### src/rtl/alu_req_arbiter_pkg.sv
// Shared definitions for the two-requester ALU arbiter: opcodes, FSM
// state encoding and the arbitration decision.
package alu_req_pkg;

  localparam logic [1:0] OP_ADD = 2'b00;
  localparam logic [1:0] OP_AND = 2'b01;
  localparam logic [1:0] OP_OR  = 2'b10;
  localparam logic [1:0] OP_XOR = 2'b11;

  typedef enum logic [1:0] {
    IDLE = 2'd0,
    EXEC = 2'd1,
    RESP = 2'd2
  } state_e;

  // Returns the index of the requester that wins this cycle. With both
  // requesting, round-robin hands the slot to whoever did not win last;
  // fixed priority always favours requester 0.
  function automatic logic rr_pick(input logic v0, input logic v1,
                                   input logic last_grant, input logic rr_en);
    logic g;
    if (v0 && v1) begin
      g = rr_en ? ~last_grant : 1'b0;
    end else if (v0) begin
      g = 1'b0;
    end else begin
      g = 1'b1;
    end
    return g;
  endfunction

endpackage

### src/rtl/alu_req_arbiter_if.sv
// Handshake bundle between the two requesters, the result consumer and
// the arbiter. The arbiter uses the slave view; the requester/consumer
// side uses the master view.
interface alu_req_arbiter_if #(
  parameter int WIDTH = 8
);
  logic             req0_valid;
  logic             req0_ready;
  logic [1:0]       req0_op;
  logic [WIDTH-1:0] req0_a;
  logic [WIDTH-1:0] req0_b;

  logic             req1_valid;
  logic             req1_ready;
  logic [1:0]       req1_op;
  logic [WIDTH-1:0] req1_a;
  logic [WIDTH-1:0] req1_b;

  logic             res_valid;
  logic             res_ready;
  logic             res_id;
  logic [WIDTH-1:0] res_data;
  logic             res_carry;
  logic             busy;

  modport slave (
    input  req0_valid, req0_op, req0_a, req0_b,
    input  req1_valid, req1_op, req1_a, req1_b,
    input  res_ready,
    output req0_ready, req1_ready,
    output res_valid, res_id, res_data, res_carry, busy
  );

  modport master (
    output req0_valid, req0_op, req0_a, req0_b,
    output req1_valid, req1_op, req1_a, req1_b,
    output res_ready,
    input  req0_ready, req1_ready,
    input  res_valid, res_id, res_data, res_carry, busy
  );

endinterface

### src/rtl/alu_req_arbiter_alu_core.sv
// Combinational ALU: ADD with carry-out, bitwise AND/OR/XOR with carry 0.
module alu_core
  import alu_req_pkg::*;
#(
  parameter int WIDTH = 8
) (
  input  logic [1:0]       op,
  input  logic [WIDTH-1:0] a,
  input  logic [WIDTH-1:0] b,
  output logic [WIDTH-1:0] y,
  output logic             carry
);

  logic [WIDTH:0] sum;

  // Evaluate the selected operation; the sum is one bit wider so the
  // carry falls out of the top bit.
  always_comb begin
    sum   = {1'b0, a} + {1'b0, b};
    y     = '0;
    carry = 1'b0;
    case (op)
      OP_ADD: begin
        y     = sum[WIDTH-1:0];
        carry = sum[WIDTH];
      end
      OP_AND:  y = a & b;
      OP_OR:   y = a | b;
      OP_XOR:  y = a ^ b;
      default: y = '0;
    endcase
  end

endmodule

### src/rtl/alu_req_arbiter.sv
// Two requesters share one registered ALU. One operation in flight:
// IDLE accepts a request, EXEC computes, RESP holds the result until the
// consumer takes it.
module alu_req_arbiter
  import alu_req_pkg::*;
#(
  parameter int WIDTH = 8,
  parameter bit RR_EN = 1'b1
) (
  input  logic              clk,
  input  logic              reset,
  alu_req_arbiter_if.slave  bus
);

  state_e           state_q, state_d;
  logic             last_grant_q, last_grant_d;
  logic [1:0]       op_q, op_d;
  logic [WIDTH-1:0] a_q, a_d;
  logic [WIDTH-1:0] b_q, b_d;
  logic             id_q, id_d;
  logic             res_valid_q, res_valid_d;
  logic             res_id_q, res_id_d;
  logic [WIDTH-1:0] res_data_q, res_data_d;
  logic             res_carry_q, res_carry_d;
  logic             busy_q, busy_d;

  logic             grant;
  logic             rdy0;
  logic             rdy1;
  logic [WIDTH-1:0] alu_y;
  logic             alu_carry;

  alu_core #(
    .WIDTH (WIDTH)
  ) u_alu (
    .op    (op_q),
    .a     (a_q),
    .b     (b_q),
    .y     (alu_y),
    .carry (alu_carry)
  );

  // Arbitration is purely combinational and only matters in IDLE.
  always_comb begin
    grant = rr_pick(bus.req0_valid, bus.req1_valid, last_grant_q, RR_EN);
  end

  assign rdy0 = (state_q == IDLE) && bus.req0_valid && (grant == 1'b0);
  assign rdy1 = (state_q == IDLE) && bus.req1_valid && (grant == 1'b1);

  assign bus.req0_ready = rdy0;
  assign bus.req1_ready = rdy1;
  assign bus.res_valid  = res_valid_q;
  assign bus.res_id     = res_id_q;
  assign bus.res_data   = res_data_q;
  assign bus.res_carry  = res_carry_q;
  assign bus.busy       = busy_q;

  // Next-state and datapath update for the IDLE -> EXEC -> RESP cycle.
  always_comb begin
    state_d      = state_q;
    last_grant_d = last_grant_q;
    op_d         = op_q;
    a_d          = a_q;
    b_d          = b_q;
    id_d         = id_q;
    res_valid_d  = res_valid_q;
    res_id_d     = res_id_q;
    res_data_d   = res_data_q;
    res_carry_d  = res_carry_q;
    case (state_q)
      IDLE: begin
        if (rdy0 || rdy1) begin
          op_d         = grant ? bus.req1_op : bus.req0_op;
          a_d          = grant ? bus.req1_a  : bus.req0_a;
          b_d          = grant ? bus.req1_b  : bus.req0_b;
          id_d         = grant;
          last_grant_d = grant;
          state_d      = EXEC;
        end
      end
      EXEC: begin
        res_data_d  = alu_y;
        res_carry_d = alu_carry;
        res_id_d    = id_q;
        res_valid_d = 1'b1;
        state_d     = RESP;
      end
      RESP: begin
        // Result fields stay untouched here so the consumer sees them stable.
        if (res_valid_q && bus.res_ready) begin
          res_valid_d = 1'b0;
          state_d     = IDLE;
        end
      end
      default: begin
        res_valid_d = 1'b0;
        state_d     = IDLE;
      end
    endcase
    busy_d = (state_d != IDLE);
  end

  // Register all state; reset discards any in-flight op and makes req0
  // the winner of the next contention.
  always_ff @(posedge clk or posedge reset) begin
    if (reset) begin
      state_q      <= IDLE;
      last_grant_q <= 1'b1;
      op_q         <= 2'b00;
      a_q          <= '0;
      b_q          <= '0;
      id_q         <= 1'b0;
      res_valid_q  <= 1'b0;
      res_id_q     <= 1'b0;
      res_data_q   <= '0;
      res_carry_q  <= 1'b0;
      busy_q       <= 1'b0;
    end else begin
      state_q      <= state_d;
      last_grant_q <= last_grant_d;
      op_q         <= op_d;
      a_q          <= a_d;
      b_q          <= b_d;
      id_q         <= id_d;
      res_valid_q  <= res_valid_d;
      res_id_q     <= res_id_d;
      res_data_q   <= res_data_d;
      res_carry_q  <= res_carry_d;
      busy_q       <= busy_d;
    end
  end

endmodule

### src/flat_wrapper.sv
// flat-port wrapper written by rule: the top's interface ports become plain ports
module alu_req_arbiter_flat import alu_req_pkg::*;
#(
  parameter int WIDTH = 8,
  parameter bit RR_EN = 1'b1
)
  (clk, reset, bus_req0_valid, bus_req0_op, bus_req0_a, bus_req0_b, bus_req1_valid, bus_req1_op, bus_req1_a, bus_req1_b, bus_res_ready, bus_req0_ready, bus_req1_ready, bus_res_valid, bus_res_id, bus_res_data, bus_res_carry, bus_busy);
  alu_req_arbiter_if #(.WIDTH(WIDTH)) bus_i ();
  input  logic clk;
  input  logic reset;
  input wire logic [$bits(bus_i.req0_valid)-1:0] bus_req0_valid;
  input wire logic [$bits(bus_i.req0_op)-1:0] bus_req0_op;
  input wire logic [$bits(bus_i.req0_a)-1:0] bus_req0_a;
  input wire logic [$bits(bus_i.req0_b)-1:0] bus_req0_b;
  input wire logic [$bits(bus_i.req1_valid)-1:0] bus_req1_valid;
  input wire logic [$bits(bus_i.req1_op)-1:0] bus_req1_op;
  input wire logic [$bits(bus_i.req1_a)-1:0] bus_req1_a;
  input wire logic [$bits(bus_i.req1_b)-1:0] bus_req1_b;
  input wire logic [$bits(bus_i.res_ready)-1:0] bus_res_ready;
  output wire logic [$bits(bus_i.req0_ready)-1:0] bus_req0_ready;
  output wire logic [$bits(bus_i.req1_ready)-1:0] bus_req1_ready;
  output wire logic [$bits(bus_i.res_valid)-1:0] bus_res_valid;
  output wire logic [$bits(bus_i.res_id)-1:0] bus_res_id;
  output wire logic [$bits(bus_i.res_data)-1:0] bus_res_data;
  output wire logic [$bits(bus_i.res_carry)-1:0] bus_res_carry;
  output wire logic [$bits(bus_i.busy)-1:0] bus_busy;
  assign bus_i.req0_valid = bus_req0_valid;
  assign bus_i.req0_op = bus_req0_op;
  assign bus_i.req0_a = bus_req0_a;
  assign bus_i.req0_b = bus_req0_b;
  assign bus_i.req1_valid = bus_req1_valid;
  assign bus_i.req1_op = bus_req1_op;
  assign bus_i.req1_a = bus_req1_a;
  assign bus_i.req1_b = bus_req1_b;
  assign bus_i.res_ready = bus_res_ready;
  assign bus_req0_ready = bus_i.req0_ready;
  assign bus_req1_ready = bus_i.req1_ready;
  assign bus_res_valid = bus_i.res_valid;
  assign bus_res_id = bus_i.res_id;
  assign bus_res_data = bus_i.res_data;
  assign bus_res_carry = bus_i.res_carry;
  assign bus_busy = bus_i.busy;
  alu_req_arbiter #(.WIDTH(WIDTH), .RR_EN(RR_EN)) u_core (.clk(clk), .reset(reset), .bus(bus_i));
endmodule
### config.mk
export PLATFORM = sky130hd
export DESIGN_NAME = alu_req_arbiter_flat
export DESIGN_NICKNAME = d
export VERILOG_FILES = /design/src/rtl/alu_req_arbiter_pkg.sv /design/src/rtl/alu_req_arbiter_if.sv /design/src/rtl/alu_req_arbiter_alu_core.sv /design/src/rtl/alu_req_arbiter.sv /design/src/flat_wrapper.sv
export SDC_FILE = /design/constraint.sdc
export NUM_CORES = 1
export LEC_CHECK = 0
export BUFFER_PORTS_ARGS = -buffer_cell sky130_fd_sc_hd__buf_2
export CAP_MARGIN = 20
export CORE_ASPECT_RATIO = 1.4
export CORE_UTILIZATION = 53
export DETAILED_ROUTE_END_ITERATION = 8
export HOLD_SLACK_MARGIN = 0.06
export PLACE_DENSITY = 0.86
export SLEW_MARGIN = 5
export SYNTH_ARGS = -nofsm -noshare
export SYNTH_HDL_FRONTEND = slang
export SYNTH_SLANG_ARGS = --single-unit
### constraint.sdc
create_clock -name clk -period 3 [get_ports clk]
set_clock_uncertainty 0.2 [all_clocks]
set_input_delay 0.6 -clock clk [delete_from_list [all_inputs] [get_ports clk]]
set_output_delay 0.6 -clock clk [all_outputs]
set_load 0.005 [all_outputs]
==> results.json <==
{
  "outcome": "complete, no violations",
  "path_clk_slew_ps": 70,
  "row_count": 27,
  "wirelength_um": 4450,
  "place_hpwl_um": 3425,
  "pwr-share-seq_pct": 54.9,
  "die_x_um": 56.42,
  "first_pass_iters": 4,
  "hold_class": "in2async",
  "area_growth_pct": 17.14,
  "grt_pass1_wl_um": 7700,
  "p_int_uw": 649.9,
  "synth_nets": 308,
  "antenna_found_initial": 0,
  "finalPower_uw": 835.4,
  "cts_sinks": 34,
  "ys_seq_elements": 34,
  "crit_fanout": 3,
  "relSlewSlack_pct": 52.57,
  "p_leak_nw": 1.386,
  "drt_iter0_markers": 33,
  "worstPathArrival_ps": 2300,
  "fin_crit_sh_pct": 78.03,
  "post-cts-setup-buffers": 0,
  "clk_latency_ps": 290,
  "crit_path_end_kind": "flip-flop",
  "final_common_cell": "buf_2",
  "grt_usage_pct": 22.13,
  "viasPerCell": 5.467,
  "drive_gt1_share_pct": 23.84,
  "cts_hold_buf": 0,
  "grt_pass1_vias": 1846,
  "antenna_left": 0,
  "vias": 1886,
  "cts_tree": "built",
  "yosysWarnings": 0,
  "power.density_nw_per_um2": 324.6,
  "p_sw_share_pct": 22.20,
  "grt_max_degree": 41,
  "yosysTopAreaCell": "dfrtp_1",
  "power.share.clock_pct": 37.9,
  "path_cells": "ha_1 -> inv_1 -> fa_1 -> nand2b_1 -> a21oi_2 -> mux2i_1 -> a2111oi_1 -> a21oi_1",
  "ctsResizeCount": 0,
  "final_nets": 360,
  "io_buffer_count": 54,
  "cp_slowest_stage_delay_ps": 390,
  "core_um2": 3953,
  "synth.top_cell.area_share_pct": 37.59,
  "cp-start-kind": "flip-flop",
  "seq_area_frac_synth_pct": 38.78,
  "dieArea_um2": 4411,
  "finalSetupViolCount": 0,
  "worst_slew_pin_slew_ps": 711.5,
  "rsz0062_at_grt": "false",
  "wl_per_cell_um": 12.90,
  "yosysUniqueCellTypes": 39,
  "cts_root_buf": "clkbuf_8",
  "die_y_um": 78.18,
  "layout_common_cells": "buf_2 (54), nand2_1 (41), dfrtp_1 (33), inv_1 (29), mux2i_1 (26)",
  "fin_crit_ps": 2341,
  "globalplace.congestion": 0.9200,
  "slew_violations": 0,
  "combPwrFrac_pct": 7.2,
  "critical_path_class": "reg2reg",
  "drcViolationCount": 0,
  "layout.cells.non_filler": 345,
  "grt-ovfl-total": 0,
  "hold_viol": 0,
  "n_antenna_cell": 0,
  "peakVddDrop_mv": 0.2944,
  "drv_cap": 0,
  "post_synth.cell_area_avg_um2": 8.788,
  "boundaryPins": 55,
  "max_freq_ghz": 0.4272,
  "fin_tns_setup_ps": 0,
  "crit_slowest_cell": "dfrtp_1",
  "yosys-top-cells-area": "dfrtp_1 (38%), mux2i_1 (12%), ha_1 (9.1%)",
  "synth_cells": 250,
  "dp_cells": 338,
  "start_util_pct": 55.59,
  "cts.path.max_buffers": 2,
  "numCtsBuffers": 5,
  "p_sw_uw": 185.5,
  "htree_levels": 2,
  "netlist_area_um2": 2197,
  "worstPathRequired_ps": 2960
}
[worst max-delay path, delay by kind of cell (launching register included)]
family,cells,cell delay (ps)
AOI/OAI and AO/OA,3,690
adders and majority gates,2,590
buffers and inverters,1,60
DFF,1,390
muxes,1,100
and+or+nand+nor,1,190
[through the flow]
step	hold WS (ps)	worst slack [ps]	utilization, %	instance area (um^2)
floorplan	238.6	849.4	-	2197
global route	234.0	520.3	65.12	2574
CTS	205.5	662.6	65.12	2574
detailed placement	259.3	682.8	63.18	2497
finish	190.9	659.1	65.12	2574
global placement	254.5	744.4	63.18	2497
[cell usage after synthesis (all sizes together)]
master / count
a22oi: 1
a2111oi: 1
or4b: 1
fa: 1
a21oi: 14
a21bo: 1
a22o: 1
mux2i: 26
nor4b: 1
nor4: 1
mux4: 1
clkbuf: 7
a211oi: 2
o21a: 1
nand2b: 4
inv: 29
nor2b: 1
buf: 6
o31ai: 1
a21o: 3
dfstp: 1
ha: 16
dfrtp: 33
a221oi: 4
nand3b: 1
nand2: 41
nor2: 12
mux2: 1
nor3: 2
nand3: 2
o21ai: 30
o311ai: 1
and3: 3
[path summary, 6_finish.rpt]
check                                               to  cells past startpoint                 from  slack [ps]
worst max-delay path            u_core.bus.res_data[6]                      8        u_core.b_q[0]         660
worst min-delay path                 u_core.state_q[1]                      3                reset         190
worst max register to register  u_core.bus.res_data[6]                      8        u_core.b_q[0]         660
worst min register to register     u_core.last_grant_q                      2  u_core.last_grant_q         270
max in group asynchronous          u_core.last_grant_q                      3                reset        2070
min in group clk                   u_core.last_grant_q                      2  u_core.last_grant_q         270
[cells by family (layout without fill, tap and decap cells)]
logic type | after synthesis | count (layout) | synth area share (%)
compound gates | 60 | 60 | 16.29
fa+ha+maj | 17 | 17 | 10.02
buf+inv | 42 | 94 | 7.745
flops | 34 | 34 | 38.78
mux | 28 | 28 | 13.38
simple gates | 69 | 69 | 13.78
[state kept, by name, summed over array words and instances, names as in the netlist]
name	cells
u_core.op_q	2
u_core.b_q	8
u_core.bus.res_carry	1
u_core.bus.res_id	1
u_core.state_q	2
u_core.id_q	1
u_core.last_grant_q	1
u_core.a_q	8
u_core.bus.res_valid	1
u_core.bus.busy	1
u_core.bus.res_data	8
[final cells by class]
type | instances | area (um^2)
Clock buffer | 7 | 76.32
Fill cell | 342 | 1379
Inverter | 29 | 108.9
Multi-Input combinational cell | 174 | 1182
Sequential cell | 34 | 852.1
Tap cell | 43 | 53.80
Timing Repair Buffer | 58 | 300.3
[power by group through the flow]
| stage | Clock (mW) | Combinational [mW] | Sequential [mW] |
|---|---|---|---|
| floorplan | 0 | 0.0279 | 0.467 |
| global placement | 0 | 0.0592 | 0.467 |
| detailed placement | 0 | 0.0610 | 0.467 |
| CTS | 0.323 | 0.0611 | 0.458 |
| global route | 0.342 | 0.0674 | 0.458 |
| finish | 0.317 | 0.0600 | 0.458 |
[per-layer routing]
layer	global-route usage, %	routed length [um]	vias up	part of all wire, %
li1	-	-	948	-
met1	24.16	1788	874	40
met2	42.26	2381	54	54
met3	3.460	176	10	4.0
met4	8.049	103	0	2.3
met5	0	0	-	0
Note: power is estimated with default switching activity, not from simulation.
